--- config.mk ---
export PLATFORM = sky130hd
export DESIGN_NAME = ex_btc_enc_cell_flat
export DESIGN_NICKNAME = d
export VERILOG_FILES = /design/src/rtl/ex_btc_enc_cell_if.sv /design/src/rtl/ex_btc_enc_cell.sv /design/src/flat_wrapper.sv
export SDC_FILE = /design/constraint.sdc
export NUM_CORES = 1
export LEC_CHECK = 0
export CAP_MARGIN = 25
export CORE_MARGIN = 2
export CORE_UTILIZATION = 30
export DETAILED_ROUTE_END_ITERATION = 6
export RECOVER_POWER = 50
export SKIP_LAST_GASP = 1
export SLEW_MARGIN = 20
export SYNTH_ARGS = -nofsm -noshare
export SYNTH_HDL_FRONTEND = slang
export SYNTH_SLANG_ARGS = --single-unit
export TNS_END_PERCENT = 1
--- constraint.sdc ---
create_clock -name clock -period 9.4 [get_ports clock]
set_input_delay 2.35 -clock clock [delete_from_list [all_inputs] [get_ports clock]]
set_output_delay 2.35 -clock clock [all_outputs]
set_load 0.01 [all_outputs]
--- src/rtl/ex_btc_enc_cell_if.sv ---
// rtl/ex_btc_enc_cell_if.sv - pixel-in / cell-out handshake bundle for ex_btc_enc_cell
// out_flat exists only when JX2_ENCCC_FLATCELL_EN is defined.
interface ex_btc_enc_cell_if #(
  parameter int CELL_PIX     = 16,
  parameter int PIX_PER_BEAT = 4
);
  logic                       in_valid;
  logic                       in_ready;
  logic [16*PIX_PER_BEAT-1:0] in_pix;
  logic                       out_valid;
  logic                       out_ready;
  logic [32+2*CELL_PIX-1:0]   out_cell;
`ifdef JX2_ENCCC_FLATCELL_EN
  logic                       out_flat;

  modport master (
    output in_valid, in_pix, out_ready,
    input  in_ready, out_valid, out_cell, out_flat
  );
  modport slave (
    input  in_valid, in_pix, out_ready,
    output in_ready, out_valid, out_cell, out_flat
  );
`else
  modport master (
    output in_valid, in_pix, out_ready,
    input  in_ready, out_valid, out_cell
  );
  modport slave (
    input  in_valid, in_pix, out_ready,
    output in_ready, out_valid, out_cell
  );
`endif
endinterface

--- src/rtl/ex_btc_enc_cell.sv ---
// rtl/ex_btc_enc_cell.sv - streaming RGB555 BTC cell encoder (luma endpoints + 2-bit indices)
// Optional flat-cell bypass and out_flat port enabled by JX2_ENCCC_FLATCELL_EN.
module ex_btc_enc_cell #(
  parameter int CELL_PIX     = 16,
  parameter int PIX_PER_BEAT = 4,
  parameter int IDX_ORDER    = 0
) (
  input  logic             clock,
  input  logic             reset,
  input  logic             hold,
  ex_btc_enc_cell_if.slave bus
);
  localparam int NBEAT = CELL_PIX / PIX_PER_BEAT;
  localparam int CW    = (NBEAT > 1) ? $clog2(NBEAT) : 1;
  localparam int IW    = 2 * CELL_PIX;
  localparam int GW    = 2 * PIX_PER_BEAT;

  localparam logic [1:0] ST_LOAD   = 2'd0;
  localparam logic [1:0] ST_THRESH = 2'd1;
  localparam logic [1:0] ST_CLASS  = 2'd2;
  localparam logic [1:0] ST_EMIT   = 2'd3;

  localparam logic [CW-1:0] CNT_LAST = CW'(NBEAT - 1);

  logic [1:0]      state;
  logic [CW-1:0]   cnt;
  logic [14:0]     pix_buf [CELL_PIX];
  logic [14:0]     min_pix, max_pix;
  logic [7:0]      min_y, max_y;
  logic [7:0]      y_hi, y_lo, y_mi;
  logic [IW-1:0]   idx;
  logic [IW+31:0]  cell_q;
`ifdef JX2_ENCCC_FLATCELL_EN
  logic            flat_q;
`endif

  function automatic logic [7:0] luma(input logic [14:0] p);
    return {p[9], p[8], p[14], p[4], p[7], p[13], p[3], p[6]};
  endfunction

  // Running endpoints across one beat; strict compares keep the earliest pixel on ties.
  logic [14:0] bmin_pix, bmax_pix, cur_pix;
  logic [7:0]  bmin_y, bmax_y, cur_y;
  always_comb begin
    bmin_pix = min_pix;
    bmax_pix = max_pix;
    bmin_y   = min_y;
    bmax_y   = max_y;
    cur_pix  = '0;
    cur_y    = '0;
    for (int j = 0; j < PIX_PER_BEAT; j++) begin
      cur_pix = bus.in_pix[16*j +: 15];
      cur_y   = luma(cur_pix);
      if (cnt == '0 && j == 0) begin
        bmin_pix = cur_pix;
        bmax_pix = cur_pix;
        bmin_y   = cur_y;
        bmax_y   = cur_y;
      end else begin
        if (cur_y < bmin_y) begin
          bmin_pix = cur_pix;
          bmin_y   = cur_y;
        end
        if (cur_y > bmax_y) begin
          bmax_pix = cur_pix;
          bmax_y   = cur_y;
        end
      end
    end
  end

  logic [14:0] th_hi, th_lo, th_mi;
  logic [4:0]  mn, mx;
  always_comb begin
    th_hi = '0;
    th_lo = '0;
    th_mi = '0;
    mn    = '0;
    mx    = '0;
    for (int c = 0; c < 3; c++) begin
      mn = min_pix[5*c +: 5];
      mx = max_pix[5*c +: 5];
      th_mi[5*c +: 5] = (mn >> 1) + (mx >> 1);
      th_hi[5*c +: 5] = (mx >> 1) + (mn >> 2) + (mx >> 3) + (mn >> 3);
      th_lo[5*c +: 5] = (mn >> 1) + (mx >> 2) + (mn >> 3) + (mx >> 3);
    end
  end

  // pix_buf[0 +: PIX_PER_BEAT] always holds the next group to classify; codes shift into idx.
  logic [GW-1:0] codes;
  logic [1:0]    code;
  logic [7:0]    py;
  logic [IW-1:0] idx_next;
  always_comb begin
    codes    = '0;
    code     = '0;
    py       = '0;
    idx_next = idx;
    for (int j = 0; j < PIX_PER_BEAT; j++) begin
      py = luma(pix_buf[j]);
      if (py > y_mi) code = (py > y_hi) ? 2'd3 : 2'd2;
      else           code = (py > y_lo) ? 2'd1 : 2'd0;
      if (IDX_ORDER == 0) codes[2*j +: 2] = code;
      else                codes[2*(PIX_PER_BEAT-1-j) +: 2] = code;
    end
    if (IDX_ORDER == 0) idx_next = {codes, idx[IW-1:GW]};
    else                idx_next = {idx[IW-GW-1:0], codes};
  end

  always_ff @(posedge clock) begin
    if (!hold && ((state == ST_LOAD && bus.in_valid) || state == ST_CLASS)) begin
      for (int i = 0; i < CELL_PIX - PIX_PER_BEAT; i++)
        pix_buf[i] <= pix_buf[i + PIX_PER_BEAT];
      for (int j = 0; j < PIX_PER_BEAT; j++)
        pix_buf[CELL_PIX - PIX_PER_BEAT + j] <= bus.in_pix[16*j +: 15];
    end
  end

  always_ff @(posedge clock or negedge reset) begin
    if (!reset) begin
      state   <= ST_LOAD;
      cnt     <= '0;
      min_pix <= '0;
      max_pix <= '0;
      min_y   <= '0;
      max_y   <= '0;
      y_hi    <= '0;
      y_lo    <= '0;
      y_mi    <= '0;
      idx     <= '0;
      cell_q  <= '0;
`ifdef JX2_ENCCC_FLATCELL_EN
      flat_q  <= 1'b0;
`endif
    end else if (!hold) begin
      case (state)
        ST_LOAD: begin
          if (bus.in_valid) begin
            min_pix <= bmin_pix;
            max_pix <= bmax_pix;
            min_y   <= bmin_y;
            max_y   <= bmax_y;
            if (cnt == CNT_LAST) begin
              cnt   <= '0;
              state <= ST_THRESH;
            end else begin
              cnt <= cnt + 1'b1;
            end
          end
        end
        ST_THRESH: begin
          y_hi <= luma(th_hi);
          y_lo <= luma(th_lo);
          y_mi <= luma(th_mi);
          cnt  <= '0;
`ifdef JX2_ENCCC_FLATCELL_EN
          if (min_y == max_y) begin
            cell_q <= {1'b0, min_pix, 1'b0, max_pix, {IW{1'b0}}};
            flat_q <= 1'b1;
            state  <= ST_EMIT;
          end else begin
            flat_q <= 1'b0;
            state  <= ST_CLASS;
          end
`else
          state <= ST_CLASS;
`endif
        end
        ST_CLASS: begin
          idx <= idx_next;
          if (cnt == CNT_LAST) begin
            cnt    <= '0;
            cell_q <= {1'b0, min_pix, 1'b0, max_pix, idx_next};
            state  <= ST_EMIT;
          end else begin
            cnt <= cnt + 1'b1;
          end
        end
        default: begin
          if (bus.out_ready) state <= ST_LOAD;
        end
      endcase
    end
  end

  logic unused_msb;
  always_comb begin
    unused_msb = 1'b0;
    for (int j = 0; j < PIX_PER_BEAT; j++)
      unused_msb = unused_msb ^ bus.in_pix[16*j+15];
  end

  assign bus.in_ready  = (state == ST_LOAD) && !hold;
  assign bus.out_valid = (state == ST_EMIT);
  assign bus.out_cell  = cell_q;
`ifdef JX2_ENCCC_FLATCELL_EN
  assign bus.out_flat  = flat_q;
`endif

endmodule

--- src/flat_wrapper.sv ---
// flat-port wrapper written by rule: the top's interface ports become plain ports
module ex_btc_enc_cell_flat 
#(
  parameter int CELL_PIX     = 16,
  parameter int PIX_PER_BEAT = 4,
  parameter int IDX_ORDER    = 0
)
  (clock, reset, hold, bus_in_valid, bus_in_pix, bus_out_ready, bus_in_ready, bus_out_valid, bus_out_cell);
  ex_btc_enc_cell_if #(.CELL_PIX(CELL_PIX), .PIX_PER_BEAT(PIX_PER_BEAT)) bus_i ();
  input  logic clock;
  input  logic reset;
  input  logic hold;
  input wire logic [$bits(bus_i.in_valid)-1:0] bus_in_valid;
  input wire logic [$bits(bus_i.in_pix)-1:0] bus_in_pix;
  input wire logic [$bits(bus_i.out_ready)-1:0] bus_out_ready;
  output wire logic [$bits(bus_i.in_ready)-1:0] bus_in_ready;
  output wire logic [$bits(bus_i.out_valid)-1:0] bus_out_valid;
  output wire logic [$bits(bus_i.out_cell)-1:0] bus_out_cell;
  assign bus_i.in_valid = bus_in_valid;
  assign bus_i.in_pix = bus_in_pix;
  assign bus_i.out_ready = bus_out_ready;
  assign bus_in_ready = bus_i.in_ready;
  assign bus_out_valid = bus_i.out_valid;
  assign bus_out_cell = bus_i.out_cell;
  ex_btc_enc_cell #(.CELL_PIX(CELL_PIX), .PIX_PER_BEAT(PIX_PER_BEAT), .IDX_ORDER(IDX_ORDER)) u_core (.clock(clock), .reset(reset), .hold(hold), .bus(bus_i));
endmodule
==> results.yml <==
outcome:
  status: "finished, final reports clean"
critical_path:
  crit_path_start_kind: "input port"
  cpPeakStageDelay_ps: 440
  crit_fanout: 14
  worstSetupPathType: "in2reg"
  cp.required_ps: 9870
  arrival_ps: 9560
  critical_path.most_common_cell: "a21o_1"
  critPathCaptureType: "flop"
  crit_path_top_delay_cell: "clkdlybuf4s50_1"
global_routing:
  grt_antenna_before_repair: 0
  grt_pass1_vias: 12500
  grt_pass1_wl_mm: 71.3
  grt_overflow: 0
  grt_max_degree: 90
  grt_use_total: 0.161
hold_path:
  hold_class: "reg2reg"
sta:
  tightest_slew_ps: 897
  hold_ws_ps: 413
  grt_setup_unrepaired: "yes"
  final_max_slew_viol_count: 0
  setup_ws_ps: 303
  setup_viol: 0
  max_freq_ghz: 0.110
  tns_ps: 0
  skew_ps: 26.6
  fin_crit_ps: 9100
  slew_headroom: 0.395
  hold_viol: 0
  timing.final.crit_share: 0.968
placed_design:
  hpwl_mm: 35.2
  post-place-ws_ps: -678
  io_buffers: 128
  gp_congestion: 0.910
  dp.cells: 2347
  dpl_cell_area_sq_um: 19500
cts:
  path_clk_slew_ps: 60
  h-tree-depth: 1
  cts_buffers: 31
  cts_root_buffer: "clkbuf_16"
  cts.sinks: 288
  clock_latency_ps: 580
  clk_path_buf_depth: 3
  cts_tree: "done"
  hold_buffers: 0
synth:
  synth-seq-cells: 288
  synth_cells: 1435
  synthAdderAreaFrac: 0.178
  synth-seq-area-share: 0.477
  ys_types: 64
  synth_compound_area_frac: 0.132
  synth_edf_count: 128
  synth.avg_cell_area_sq_um: 11.5
  synth_xor_area_frac: 0.00851
  ys.flop_type: "dfrtp_1"
  yosysWarnings: 0
  synth_mux_area_frac: 0.0834
  synth_top_family_by_area: "adder cells"
  mappedNetlistArea_sq_um: 16500
  yosys.area_share.simple: 0.0843
  synthArstFlopShare: 0.556
final_layout:
  diodes: 0
  stdcell_count: 2418
  utilization: 0.390
  layout.nets: 1987
  areaGrowthSynthToFinish_pct: 28.1
  drive_gt1_frac: 0.187
  fillers: 5177
  design_area_sq_um: 21100
  final_cell_mix: "ha_1, dfrtp_1, buf_4"
  final_common_cell: "ha_1"
power_and_ir_drop:
  power_leakage_nw: 9.40
  total_power_mw: 7.81
  netSwitchingFraction: 0.406
  pwr_density_cell_nw_per_um2: 370
  p_seq_frac: 0.288
  switchingPower_mw: 3.17
  irDropWorstVdd_uv: 164
  combPwrFrac: 0.556
  p_clk_frac: 0.156
  p_int_mw: 4.64
floorplan:
  die_h_um: 238
  rows: 85
  ios: 135
  die_w_um: 238
  dieArea_sq_um: 56800
  core_area_sq_um: 54000
  initial_core_util: 0.305
routing:
  detail_route.vias_per_cell: 5.01
  wl_mm: 45.8
  drc: 0
  first_iter_violations: 690
  dr.pass1.iters: 5
  ant_nets: 0
  wl_per_cell_um: 19.0
  vias: 12100
job:
  maxCapViolCount: 0
## cell usage after synthesis (10+ instances only)
| master | count | share of area |
|---|---|---|
| nor3_1 | 19 | 0.0058 |
| clkbuf_1 | 37 | 0.0084 |
| mux2_2 | 66 | 0.045 |
| nand2_1 | 98 | 0.022 |
| dfrtp_1 | 160 | 0.24 |
| and3_1 | 10 | 0.0038 |
| a21oi_1 | 74 | 0.022 |
| nor2b_1 | 20 | 0.0076 |
| o21ai_0 | 94 | 0.029 |
| nor2_1 | 51 | 0.012 |
| a221o_1 | 12 | 0.0073 |
| edfxtp_1 | 128 | 0.23 |
| nand2b_1 | 20 | 0.0076 |
| nand4_1 | 21 | 0.0080 |
| nand3_1 | 26 | 0.0079 |
| o21a_1 | 14 | 0.0064 |
| a21o_1 | 38 | 0.017 |
| a31oi_1 | 16 | 0.0061 |
| xor2_1 | 16 | 0.0085 |
| o211ai_1 | 12 | 0.0055 |
| mux2i_1 | 63 | 0.038 |
| fa_1 | 21 | 0.026 |
| a22oi_1 | 10 | 0.0046 |
| ha_1 | 200 | 0.15 |
| a211o_1 | 12 | 0.0064 |
| inv_1 | 111 | 0.025 |
## cells by family (layout without fill, tap and decap cells)
family	after synthesis	after routing
AOI/OAI and AO/OA	335	335
DFF	288	288
and+or+nand+nor	286	286
adders and majority gates	221	221
buffers and inverters	159	445
muxes	129	129
xor gates and xnor gates	16	16
other	1	2
## flip-flops by register name, summed over array words and instances (netlist names)
name and count:
u_core.pix_buf 128, u_core.bus.out_cell 62, u_core.idx 24, u_core.max_pix 15, u_core.min_pix 15, u_core.max_y 8
u_core.min_y 8, u_core.y_hi 8, u_core.y_lo 8, u_core.y_mi 8, u_core.cnt 2, u_core.state 2
## cell type report
cell class	count	area (sq um)	area share
clock buffers	42	867	0.0411
clock inverters	16	165	0.00783
inverters	111	417	0.0198
multi-input cells	989	8420	0.399
flip-flops and latches	288	7850	0.372
well taps	696	871	0.0413
repair buffers	276	2510	0.119
## layer usage
layer  GRT usage  share of wire  vias up
met1       0.203           0.43     5954
met2       0.288           0.50      272
li1            -              -     5814
met4      0.0527          0.040        0
met5           0              0        -
met3      0.0164          0.032       84
## power groups by stage
| stage | sequential (mW) | combinational, mW | clock [mW] |
|---|---|---|---|
| 4_1_cts | 2.25 | 4.12 | 1.25 |
| 6_report | 2.25 | 4.34 | 1.22 |
| 3_5_place_dp | 2.27 | 4.09 | 0 |
| 2_1_floorplan | 2.15 | 2.53 | 0 |
| 5_1_grt | 2.31 | 4.85 | 1.30 |
| 3_3_place_gp | 2.25 | 3.95 | 0 |
## critical path, delay by kind of cell
kind | cells | cell delay (ps)
multiplexers | 3 | 670
AO/OA/AOI/OAI | 15 | 2680
buffers and inverters | 7 | 1430
AND/OR/NAND/NOR | 8 | 1170
adder cells (fa/ha/maj) | 4 | 1250
## path summary, 6_finish.rpt
check / slack, ps / from / end / cells after the start
max: 300 / bus_in_pix[14] / u_core.min_pix[5] / 37
min: 410 / u_core.pix_buf[4][29] / u_core.pix_buf[2][29] / 0
max reg2reg: 1870 / u_core.max_y[1] / u_core.max_pix[8] / 37
min reg2reg: 410 / u_core.pix_buf[4][29] / u_core.pix_buf[2][29] / 0
max in group asynchronous: 6370 / reset / u_core.bus.out_cell[27] / 3
min in group asynchronous: 1810 / reset / u_core.bus.out_cell[48] / 1
## repair_timing
| item | 4_1_cts | 5_1_grt |
|---|---|---|
| pin swaps | 1 | 27 |
| hold endpoints to repair | 0 | 0 |
| setup buffers | 1 | 11 |
| gates resized for setup | 2 | 76 |
| setup endpoints to repair | 14 | 46 |
No activity file was read; power rests on OpenSTA's default activity.
